[src/rtl/spi_regfile_if.sv]
// SPI pin bundle plus host-side register/notify outputs of spi_regfile.
interface spi_regfile_if #(
  parameter int unsigned DATA_W = 16,
  parameter int unsigned NREGS  = 4
);
  logic                      SCLK;
  logic                      CS_n;
  logic                      SDI;
  logic                      SDO;
  logic [NREGS*DATA_W-1:0]   REG_Q;
  logic                      WR_STB;
  logic [3:0]                WR_ADDR;

  modport slave (
    input  SCLK, CS_n, SDI,
    output SDO, REG_Q, WR_STB, WR_ADDR
  );

  modport master (
    output SCLK, CS_n, SDI,
    input  SDO, REG_Q, WR_STB, WR_ADDR
  );
endinterface

[src/rtl/spi_regfile.sv]
// SPI mode-0 target register file, oversampled in the CLK domain.
// Command byte [7:4]=opcode (5 GET, 4 PUT), [3:0]=start address;
// bursts auto-increment and wrap at NREGS.
module spi_regfile #(
  parameter int unsigned          DATA_W    = 16,
  parameter int unsigned          NREGS     = 4,
  parameter logic [DATA_W-1:0]    RESET_VAL = 16'hABCD
) (
  input  logic         CLK,
  input  logic         RST_n,
  spi_regfile_if.slave bus
);

  localparam int unsigned RW        = NREGS * DATA_W;
  localparam logic [4:0]  LAST_BIT  = 5'(DATA_W - 1);
  localparam logic [3:0]  LAST_ADDR = 4'(NREGS - 1);

  typedef enum logic [2:0] {
    ST_IDLE,
    ST_CMD,
    ST_GET,
    ST_PUT,
    ST_DONE
  } state_e;

  state_e            state_q, state_d;
  logic              sclk_s1_q, sclk_s1_d, sclk_s2_q, sclk_s2_d, sclk_s3_q, sclk_s3_d;
  logic              cs_s1_q, cs_s1_d, cs_s2_q, cs_s2_d;
  logic              sdi_s1_q, sdi_s1_d, sdi_s2_q, sdi_s2_d;
  logic [4:0]        cnt_q, cnt_d;
  logic [6:0]        cmd_q, cmd_d;
  logic [3:0]        addr_q, addr_d;
  logic [DATA_W-1:0] sh_q, sh_d;
  logic              sdo_q, sdo_d;
  logic              commit_q, commit_d;
  logic [3:0]        commit_addr_q, commit_addr_d;
  logic              wr_stb_q, wr_stb_d;
  logic [3:0]        wr_addr_q, wr_addr_d;
  logic [RW-1:0]     regs_q, regs_d;

  logic              rise, fall;
  logic [7:0]        cmd_byte;
  logic              addr_ok;

  assign rise     = sclk_s2_q & ~sclk_s3_q;
  assign fall     = ~sclk_s2_q & sclk_s3_q;
  assign cmd_byte = {cmd_q, sdi_s2_q};
  assign addr_ok  = ({1'b0, cmd_byte[3:0]} < 5'(NREGS));

  assign bus.SDO     = sdo_q;
  assign bus.REG_Q   = regs_q;
  assign bus.WR_STB  = wr_stb_q;
  assign bus.WR_ADDR = wr_addr_q;

  function automatic logic [DATA_W-1:0] reg_sel(input logic [RW-1:0] regs,
                                                input logic [3:0]    a);
    reg_sel = '0;
    for (int unsigned k = 0; k < NREGS; k++) begin
      if (a == 4'(k)) reg_sel = regs[k*DATA_W +: DATA_W];
    end
  endfunction

  function automatic logic [3:0] next_addr(input logic [3:0] a);
    next_addr = (a == LAST_ADDR) ? 4'd0 : a + 4'd1;
  endfunction

  // Next-state: synchronisers, transfer FSM and the deferred word commit.
  always_comb begin
    sclk_s1_d     = bus.SCLK;
    sclk_s2_d     = sclk_s1_q;
    sclk_s3_d     = sclk_s2_q;
    cs_s1_d       = bus.CS_n;
    cs_s2_d       = cs_s1_q;
    sdi_s1_d      = bus.SDI;
    sdi_s2_d      = sdi_s1_q;
    state_d       = state_q;
    cnt_d         = cnt_q;
    cmd_d         = cmd_q;
    addr_d        = addr_q;
    sh_d          = sh_q;
    sdo_d         = sdo_q;
    commit_d      = 1'b0;
    commit_addr_d = commit_addr_q;
    wr_stb_d      = 1'b0;
    wr_addr_d     = wr_addr_q;
    regs_d        = regs_q;

    // A completed PUT word lands one cycle after its last bit, even if CS_n
    // has risen meanwhile; the shadow is stable because SCLK is much slower.
    if (commit_q) begin
      wr_stb_d  = 1'b1;
      wr_addr_d = commit_addr_q;
      for (int unsigned k = 0; k < NREGS; k++) begin
        if (commit_addr_q == 4'(k)) regs_d[k*DATA_W +: DATA_W] = sh_q;
      end
    end

    // Deselect has priority over any SCLK event seen in the same cycle.
    if (cs_s2_q) begin
      state_d = ST_IDLE;
      sdo_d   = 1'b1;
      cnt_d   = '0;
    end else begin
      unique case (state_q)
        ST_IDLE: begin
          state_d = ST_CMD;
          sdo_d   = 1'b1;
          cnt_d   = '0;
        end
        ST_CMD: begin
          sdo_d = 1'b1;
          if (rise) begin
            cmd_d = {cmd_q[5:0], sdi_s2_q};
            cnt_d = cnt_q + 5'd1;
            if (cnt_q == 5'd7) begin
              cnt_d  = '0;
              addr_d = cmd_byte[3:0];
              if (cmd_byte[7:4] == 4'h5 && addr_ok) begin
                state_d = ST_GET;
                sh_d    = reg_sel(regs_q, cmd_byte[3:0]);
              end else if (cmd_byte[7:4] == 4'h4 && addr_ok) begin
                state_d = ST_PUT;
              end else begin
                state_d = ST_DONE;
              end
            end
          end
        end
        ST_GET: begin
          if (fall) begin
            sdo_d = sh_q[DATA_W-1];
            sh_d  = {sh_q[DATA_W-2:0], 1'b0};
          end else if (rise) begin
            if (cnt_q == LAST_BIT) begin
              cnt_d  = '0;
              addr_d = next_addr(addr_q);
              sh_d   = reg_sel(regs_q, next_addr(addr_q));
            end else begin
              cnt_d = cnt_q + 5'd1;
            end
          end
        end
        ST_PUT: begin
          if (rise) begin
            sh_d = {sh_q[DATA_W-2:0], sdi_s2_q};
            if (cnt_q == LAST_BIT) begin
              cnt_d         = '0;
              commit_d      = 1'b1;
              commit_addr_d = addr_q;
              addr_d        = next_addr(addr_q);
            end else begin
              cnt_d = cnt_q + 5'd1;
            end
          end
        end
        default: begin
          state_d = ST_DONE;
          sdo_d   = 1'b1;
        end
      endcase
    end
  end

  // State registers; reset also cancels a pending commit.
  always_ff @(posedge CLK or negedge RST_n) begin
    if (!RST_n) begin
      sclk_s1_q     <= 1'b0;
      sclk_s2_q     <= 1'b0;
      sclk_s3_q     <= 1'b0;
      cs_s1_q       <= 1'b1;
      cs_s2_q       <= 1'b1;
      sdi_s1_q      <= 1'b0;
      sdi_s2_q      <= 1'b0;
      state_q       <= ST_IDLE;
      cnt_q         <= '0;
      cmd_q         <= '0;
      addr_q        <= '0;
      sh_q          <= '0;
      sdo_q         <= 1'b1;
      commit_q      <= 1'b0;
      commit_addr_q <= '0;
      wr_stb_q      <= 1'b0;
      wr_addr_q     <= '0;
      regs_q        <= {NREGS{RESET_VAL}};
    end else begin
      sclk_s1_q     <= sclk_s1_d;
      sclk_s2_q     <= sclk_s2_d;
      sclk_s3_q     <= sclk_s3_d;
      cs_s1_q       <= cs_s1_d;
      cs_s2_q       <= cs_s2_d;
      sdi_s1_q      <= sdi_s1_d;
      sdi_s2_q      <= sdi_s2_d;
      state_q       <= state_d;
      cnt_q         <= cnt_d;
      cmd_q         <= cmd_d;
      addr_q        <= addr_d;
      sh_q          <= sh_d;
      sdo_q         <= sdo_d;
      commit_q      <= commit_d;
      commit_addr_q <= commit_addr_d;
      wr_stb_q      <= wr_stb_d;
      wr_addr_q     <= wr_addr_d;
      regs_q        <= regs_d;
    end
  end

endmodule

[src/flat_wrapper.sv]
// flat-port wrapper written by rule: the top's interface ports become plain ports
module spi_regfile_flat 
#(
  parameter int unsigned          DATA_W    = 16,
  parameter int unsigned          NREGS     = 4,
  parameter logic [DATA_W-1:0]    RESET_VAL = 16'hABCD
)
  (CLK, RST_n, bus_SCLK, bus_CS_n, bus_SDI, bus_SDO, bus_REG_Q, bus_WR_STB, bus_WR_ADDR);
  spi_regfile_if #(.DATA_W(DATA_W), .NREGS(NREGS)) bus_i ();
  input  logic CLK;
  input  logic RST_n;
  input wire logic [$bits(bus_i.SCLK)-1:0] bus_SCLK;
  input wire logic [$bits(bus_i.CS_n)-1:0] bus_CS_n;
  input wire logic [$bits(bus_i.SDI)-1:0] bus_SDI;
  output wire logic [$bits(bus_i.SDO)-1:0] bus_SDO;
  output wire logic [$bits(bus_i.REG_Q)-1:0] bus_REG_Q;
  output wire logic [$bits(bus_i.WR_STB)-1:0] bus_WR_STB;
  output wire logic [$bits(bus_i.WR_ADDR)-1:0] bus_WR_ADDR;
  assign bus_i.SCLK = bus_SCLK;
  assign bus_i.CS_n = bus_CS_n;
  assign bus_i.SDI = bus_SDI;
  assign bus_SDO = bus_i.SDO;
  assign bus_REG_Q = bus_i.REG_Q;
  assign bus_WR_STB = bus_i.WR_STB;
  assign bus_WR_ADDR = bus_i.WR_ADDR;
  spi_regfile #(.DATA_W(DATA_W), .NREGS(NREGS), .RESET_VAL(RESET_VAL)) u_core (.CLK(CLK), .RST_n(RST_n), .bus(bus_i));
endmodule
[config.mk]
export PLATFORM = sky130hd
export DESIGN_NAME = spi_regfile_flat
export DESIGN_NICKNAME = d
export VERILOG_FILES = /design/src/rtl/spi_regfile_if.sv /design/src/rtl/spi_regfile.sv /design/src/flat_wrapper.sv
export SDC_FILE = /design/constraint.sdc
export NUM_CORES = 1
export LEC_CHECK = 0
export ABC_AREA = 1
export CORE_MARGIN = 2
export CORE_UTILIZATION = 30
export CTS_CLUSTER_DIAMETER = 80
export DETAILED_ROUTE_END_ITERATION = 7
export PLACE_DENSITY_LB_ADDON = 0.05
export SLEW_MARGIN = 10
export SYNTH_ARGS = -nofsm -noshare
export SYNTH_HDL_FRONTEND = slang
export SYNTH_SLANG_ARGS = --single-unit
[constraint.sdc]
create_clock -name CLK -period 1.7 [get_ports CLK]
set_input_delay 0.34 -clock CLK [delete_from_list [all_inputs] [get_ports CLK]]
set_output_delay 0.34 -clock CLK [all_outputs]
set_load 0.005 [all_outputs]
==> results of run 1 <==
-- layout make-up --
cell class / count / share of cell area
multi-input combinational: 598 / 0.3242
tap: 275 / 0.03812
timing repair buffer: 180 / 0.1870
clock inverter: 8 / 0.01857
sequential: 117 / 0.3306
clock buffer: 24 / 0.05669
inverter: 108 / 0.04491
-- kinds of logic after synthesis --
family	synth area share
simple gates	0.2913
xor+xnor	0.001366
flops	0.4649
compound gates	0.1258
fa+ha+maj	0.01561
buf+inv	0.1011
-- metrics by stage --
| step | power (µW) | setup slack [ns] | setup TNS, ns |
|---|---|---|---|
| 3_3_place_gp | 6172 | -0.1373 | -1.806 |
| 2_1_floorplan | 4933 | -0.02220 | -0.2980 |
| 4_1_cts | 10470 | -0.1189 | -1.503 |
| 6_report | 10560 | -0.1715 | -2.561 |
| 5_1_grt | 11110 | -0.3168 | -6.408 |
| 3_5_place_dp | 6218 | -0.2002 | -3.090 |
-- sequential cells by signal, summed over array words and instances (netlist names), 3 cells and up --
register              count
u_core.bus.REG_Q         64
u_core.sh_q              16
u_core.cmd_q              7
u_core.cnt_q              5
u_core.addr_q             4
u_core.bus.WR_ADDR        4
u_core.commit_addr_q      4
u_core.state_q            3
-- worst paths after layout --
check	startpoint	depth (start not counted)	slack (ns)	end
setup / recovery	u_core.cnt_q[0]	13	-0.17	u_core.sh_q[12]
hold / removal	bus_CS_n	1	0.32	u_core.cs_s1_q
setup reg to reg	u_core.cnt_q[0]	13	-0.17	u_core.sh_q[12]
hold reg to reg	u_core.sclk_s1_q	0	0.35	u_core.sclk_s2_q
max in group asynchronous	RST_n	3	0.68	u_core.bus.REG_Q[63]
min in group asynchronous	RST_n	2	0.38	u_core.bus.WR_ADDR[3]
-- cell usage in the layout (no fill, tap or decap), types with 9 or more instances in the layout --
cell,instances
dfstp_2,43
buf_12,12
dlygate4sd2_1,41
clkbuf_16,19
buf_4,90
nand3_1,27
nand4_1,58
clkdlybuf4s50_1,28
clkinv_1,9
nor2_1,40
o22ai_1,14
nor2_2,13
inv_1,97
dfrtp_1,72
o21ai_0,118
nand2_1,276
-- layer usage --
metal / routed length [µm] / vias to the layer above
li1: - / 3129
met1: 11680 / 3034
met2: 9161 / 209
met3: 1413 / 20
met4: 222 / 0
met5: 0 / -
-- power by group through the flow --
stage / sequential [µW] / clock (µW) / combinational [µW]
floorplan: 3150 / 0 / 1780
global placement: 3150 / 0 / 3020
detailed placement: 3150 / 0 / 3060
CTS: 3110 / 4240 / 3120
global route: 3130 / 4390 / 3590
finish: 3110 / 4170 / 3280
-- timing repair --
item	in CTS	in global routing
cloned	1	2
setup endpoints to repair	80	41
hold buffers	1	0
pin swaps	2	9
setup buffers	43	8
gates resized for setup	55	36
hold endpoints to repair	17	0
==> reports/qor.txt, run 1 <==
Run status: complete, but fails checks
Failing checks: setup timing
Yosys cell types: 31
Final hold slack: 0.3230 ns
Row count: 53
Iter 0 DRT Violations: 538
Design Area, Final: 9027 µm²
Met3 Use GR: 0.04212
CP max stage delay: 0.36 ns
H-tree Lvls: 4
Core area: 21,020 µm²
Internal power: 7007 µW
Layout cell share with drive strength beyond 1: 0.2145
# DRC: 0
Post-synthesis sequential area ratio: 0.4649
Initial antenna violation count: 0
Critical Path AT: 2.23 ns
Clk buf depth: 2
IO Port Bufs: 74
Top post-synthesis cells by area: dfrtp_1 (29%), dfstp_2 (18%), nand2_1 (17%)
Logic gate share of total power: 0.311
Slew headroom: 0.6059
Synth-to-layout area growth: 40.75%
Post-synth net total: 886
Post-Synthesis Cells: 873
Clock latency on the worst-skew pair: 0.42 ns
Final hold vios: 0
RSZ-0062 raised after global routing: yes
Fmax: 534.3 MHz
Synth area leader: dfrtp_1
Hold Crit Class: in -> reg
Synth top cells by count: nand2_1 (282), o21ai_0 (120), inv_1 (98), dfrtp_1 (74), nor2_1 (59)
Psw: 3557 µW
Max Cap Viol: 0
Die area: 22,560 µm²
Slowest library cell on the worst path: dfrtp_1
Crit start category: flop
Ant. Diodes: 0
Cell with the most instances after synthesis: nand2_1
Post-DRT Antenna Nets: 0
Layout fillers: 2,123
Dpl cells: 1,223
Crit path buffers/inverters: 2
Worst setup EP type: flop
Multi-input logic area: 2927 µm²
Met1 Usage GRT: 0.3186
Clock slew seen by the registers of the worst setup and hold paths: 0.06 ns
Dpl cell area: 7794 µm²
Setup ws final: -0.1715 ns
Clock power share: 0.394
DR pass1 iterations: 5
Vias per inst: 4.879
Total grt overflow: 0
Avg Cell Area, Syn: 7.347 µm²
Pins over their slew limit: 0
IO Count: 75
Total Routing Usage GR: 0.2011
Nets: 1,035
Final cycle utilization of the critical path: 1.101
Vias in the first global route: 5,822
Delay-heaviest family, CP: simple AND/OR/NAND/NOR gates
Total CTS buffers: 17
Final wirelength: 22,470 µm
DR vias: 6,392
Worst vdd ir: 0.6412 mV
Crit-path cells: ha_2 -> nand2_2 -> nor2_4 -> ha_4 -> inv_2 -> nor2_4 -> nor2_2 -> nor2_2 -> nand3_4 -> buf_12 -> nor2_4 -> nand2_2 -> nand2_2
Min cycle time layout: 1.871 ns
HPWL Detailed: 15,490 µm
P per Cell Area: 1170 nW/µm²
Most used routing layer: met1
Sink Count: 117
FF+latch area: 2984 µm²
Final cell count without fillers: 1,310
Synth Flop Type: dfrtp_1
P_leak: 0.004360 µW
Slew of the pin with the lowest slew margin: 0.5905 ns
Crit Path Category: reg -> reg
Die X: 150.2 µm
Avg WL per Cell: 17.15 µm
Synth warnings: 0
Die H: 150.2 µm
Initial Utilization: 0.3051
Crit-path max FO: 8
CTS tree: done
First-pass GRT wire length: 34,090 µm
Setup violations, final: 20
Root Driver: clkbuf_16
Clk_skew: 0.01046 ns
Required @ worst endpoint: 2.06 ns
Yosys top cell area share: 0.2887
Async set or reset register ratio after synthesis: 1.000
Sequential power share: 0.295
EDFF count, synth: 0
FF+latch count, synth: 117
Core Util, Final: 0.4294
Mapped Area: 6414 µm²
Met2 Use GR: 0.2742
Sw frac: 0.3367
RD Place Congestion: 0.8628
Largest net degree at the start of global routing: 47
(Power assumes the default switching activity.)
==> inputs of run 2 (changes only) <==
Settings changed: HOLD_SLACK_MARGIN set to 0.15.
==> results of run 2 <==
Same layout as run 1: the final DEF is identical, and so are final timing and power.
==> inputs of run 3 (changes only) <==
--- a/constraint.sdc
+++ b/constraint.sdc
@@ -3,2 +3,2 @@
 set_output_delay 0.34 -clock CLK [all_outputs]
-set_load 0.005 [all_outputs]
+set_load 0.02 [all_outputs]
==> run 3 against run 2 <==
Net effect:
- the flow still finishes with violations (setup timing)
- final area is 2.0% lower
- worst setup slack improved by 0.034 ns
- first-iteration DRC count decreased by 16%
- hold slack improved by 0.0066 ns
- via count fell by 2.4%
- combinational power rose by 10%
- critical path depth fell by 1
- clock skew is 0.0031 ns lower
==> reports/qor.txt, run 3 (same netlist as run 1, synthesis figures left out) <==
Run status: complete, but fails checks
Failing checks: setup timing
HPWL Detailed: 15,370 µm (-0.77%)
Met2 WL post-DR: 9081 µm (-0.87%)
Nets: 1,006 (-2.8%)
Min cycle time layout: 1.838 ns (-0.03365 ns)
Clock latency on the worst-skew pair: 0.42 ns (about the same)
Delay-heaviest family, CP: flip-flops
P per Cell Area: 1202 nW/µm² (+2.7%)
IO Count: 75 (unchanged)
Top Metal Used: met5
Row count: 53 (unchanged)
Crit-path cells: ha_4 -> nand2_4 -> nor2_4 -> ha_4 -> buf_4 -> buf_6 -> o21ai_4 -> nor2_1 -> nand2_1 -> inv_2 -> o211ai_1 -> o21ai_1
Psw: 3663 µW (+3.0%)
Clock slew seen by the registers of the worst setup and hold paths: 0.06 ns (about the same)
Final hold vios: 0 (unchanged)
RD Place Congestion: 0.8780 (+1.8%)
Internal power: 6972 µW (-0.49%)
Dpl cell area: 7939 µm² (+1.9%)
Most numerous cell on the critical path: ha_4
Setup violations, final: 22 (+10%)
Clk_skew: 0.007352 ns (-0.003107 ns)
Clock power share: 0.367 (-0.027)
RSZ-0062 raised after global routing: yes
Met3 WL: 1386 µm (-1.9%)
P_leak: 0.004199 µW (-3.7%)
Crit path buffers/inverters: 3 (+1)
Largest net degree at the start of global routing: 41 (-13%)
Die H: 150.2 µm (unchanged)
Post-DRT Antenna Nets: 0 (unchanged)
Die area: 22,560 µm² (unchanged)
Layout cell share with drive strength beyond 1: 0.1998 (-0.01469)
Dpl cells: 1,234 (+0.90%)
Sw frac: 0.3444 (+0.007692)
FF+latch area: 2982 µm² (about the same)
Most frequent cells in the layout: nand2_1 (277), o21ai_0 (111), inv_1 (96)
Max Cap Viol: 0 (unchanged)
Setup ws final: -0.1378 ns (+0.03365 ns)
DR pass1 iterations: 5 (unchanged)
Final cycle utilization of the critical path: 1.081 (-0.01979)
Worst setup EP type: flop
IO Port Bufs: 74 (unchanged)
Ant. Diodes: 0 (unchanged)
Pins over their slew limit: 0 (unchanged)
Slew headroom: 0.6955 (+0.08959)
DR vias: 6,240 (-2.4%)
Crit start category: flop
Total CTS buffers: 17 (unchanged)
Total Routing Usage GR: 0.1966 (-0.004481)
First-pass GRT wire length: 33,620 µm (-1.4%)
Clk buf depth: 2 (unchanged)
CTS tree: done
Setup_tns: -2.197 ns (+0.3635 ns)
Max reg flops: 64 (unchanged)
Initial Utilization: 0.3051 (unchanged)
CP max stage delay: 0.41 ns (+0.05 ns)
Hold Crit Class: in -> reg
Critical Path AT: 2.13 ns (-0.10 ns)
Iter 0 DRT Violations: 454 (-16%)
Fmax: 544.1 MHz (+1.8%)
Design Area, Final: 8851 µm² (-2.0%)
Synth-to-layout area growth: 38.00%
H-tree Lvls: 4 (unchanged)
Slowest library cell on the worst path: dfrtp_1
Final hold slack: 0.3296 ns (+0.006648 ns)
Sequential power share: 0.293 (-0.002)
Slew of the pin with the lowest slew margin: 0.4567 ns (-0.1337 ns)
Worst vdd ir: 0.7123 mV (+11%)
Initial antenna violation count: 1 (+1)
Avg WL per Cell: 17.17 µm (about the same)
# DRC: 0 (unchanged)
Total grt overflow: 0 (unchanged)
Most common cell after layout, fill and taps aside: nand2_1
Vias per inst: 4.871 (-0.17%)
Vias in the first global route: 5,709 (-1.9%)
Place WS: -0.1238 ns (+0.07643 ns)
Core area: 21,020 µm² (unchanged)
Crit Path Category: reg -> reg
Sink Count: 117 (unchanged)
Multi-input logic area: 2973 µm² (+1.6%)
Required @ worst endpoint: 1.99 ns (-0.07 ns)
Die X: 150.2 µm (unchanged)
Final wirelength: 22,000 µm (-2.1%)
WL met1: 11,290 µm (-3.3%)
Root Driver: clkbuf_16
Logic gate share of total power: 0.340 (+0.029)
Final cell count without fillers: 1,281 (-2.2%)
Crit-path max FO: 7 (-1)
Layout fillers: 2,120 (-0.14%)
-- run 3: final cells by class --
| class | instances | share of cell area |
|---|---|---|
| timing repair buffer | 151 | 0.1710 |
| tap | 275 | 0.03887 |
| sequential | 117 | 0.3369 |
| inverter | 108 | 0.04580 |
| clock inverter | 12 | 0.01993 |
| clock buffer | 20 | 0.05160 |
| multi-input combinational | 598 | 0.3359 |
-- run 3: path summary, 6_finish.rpt --
path | cells after the start | end | from | slack [ns]
max | 12 | u_core.addr_q[3] | u_core.cnt_q[0] | -0.14
max reg2reg | 12 | u_core.addr_q[3] | u_core.cnt_q[0] | -0.14
min in group asynchronous | 2 | u_core.cmd_q[0] | RST_n | 0.43
min reg2reg | 0 | u_core.sclk_s2_q | u_core.sclk_s1_q | 0.35
min | 1 | u_core.cs_s1_q | bus_CS_n | 0.33
max in group asynchronous | 3 | u_core.bus.REG_Q[34] | RST_n | 0.65
-- run 3: per-layer routing --
layer  global-route usage  vias up
li1                     -     3080
met1               0.3180     2934
met2               0.2605      204
met3              0.03636       20
met4              0.05425        2
met5                    0        -
-- run 3: repair_timing --
item                       4_1_cts  5_1_grt
buffers inserted                 0        9
cloned                           1        4
hold endpoints to repair        18        0
resized for setup               98       62
pin swaps                        1       14
setup endpoints to repair       95       42
hold buffers                     1        0
-- run 3: metrics by stage --
step                power (µW)    util
floorplan                 4934       -
global placement          6338  0.3777
detailed placement        6383  0.3777
CTS                      10360  0.4069
global route             11200  0.4210
finish                   10630  0.4210
-- run 3: power by group through the flow --
stage                     Clock, µW  Combinational [µW]  Sequential [µW]
after floorplan                   0                1780             3150
after global placement            0                3180             3150
after detailed placement          0                3230             3160
after CTS                      3980                3270             3110
after global routing           4130                3940             3140
final                          3900                3610             3120
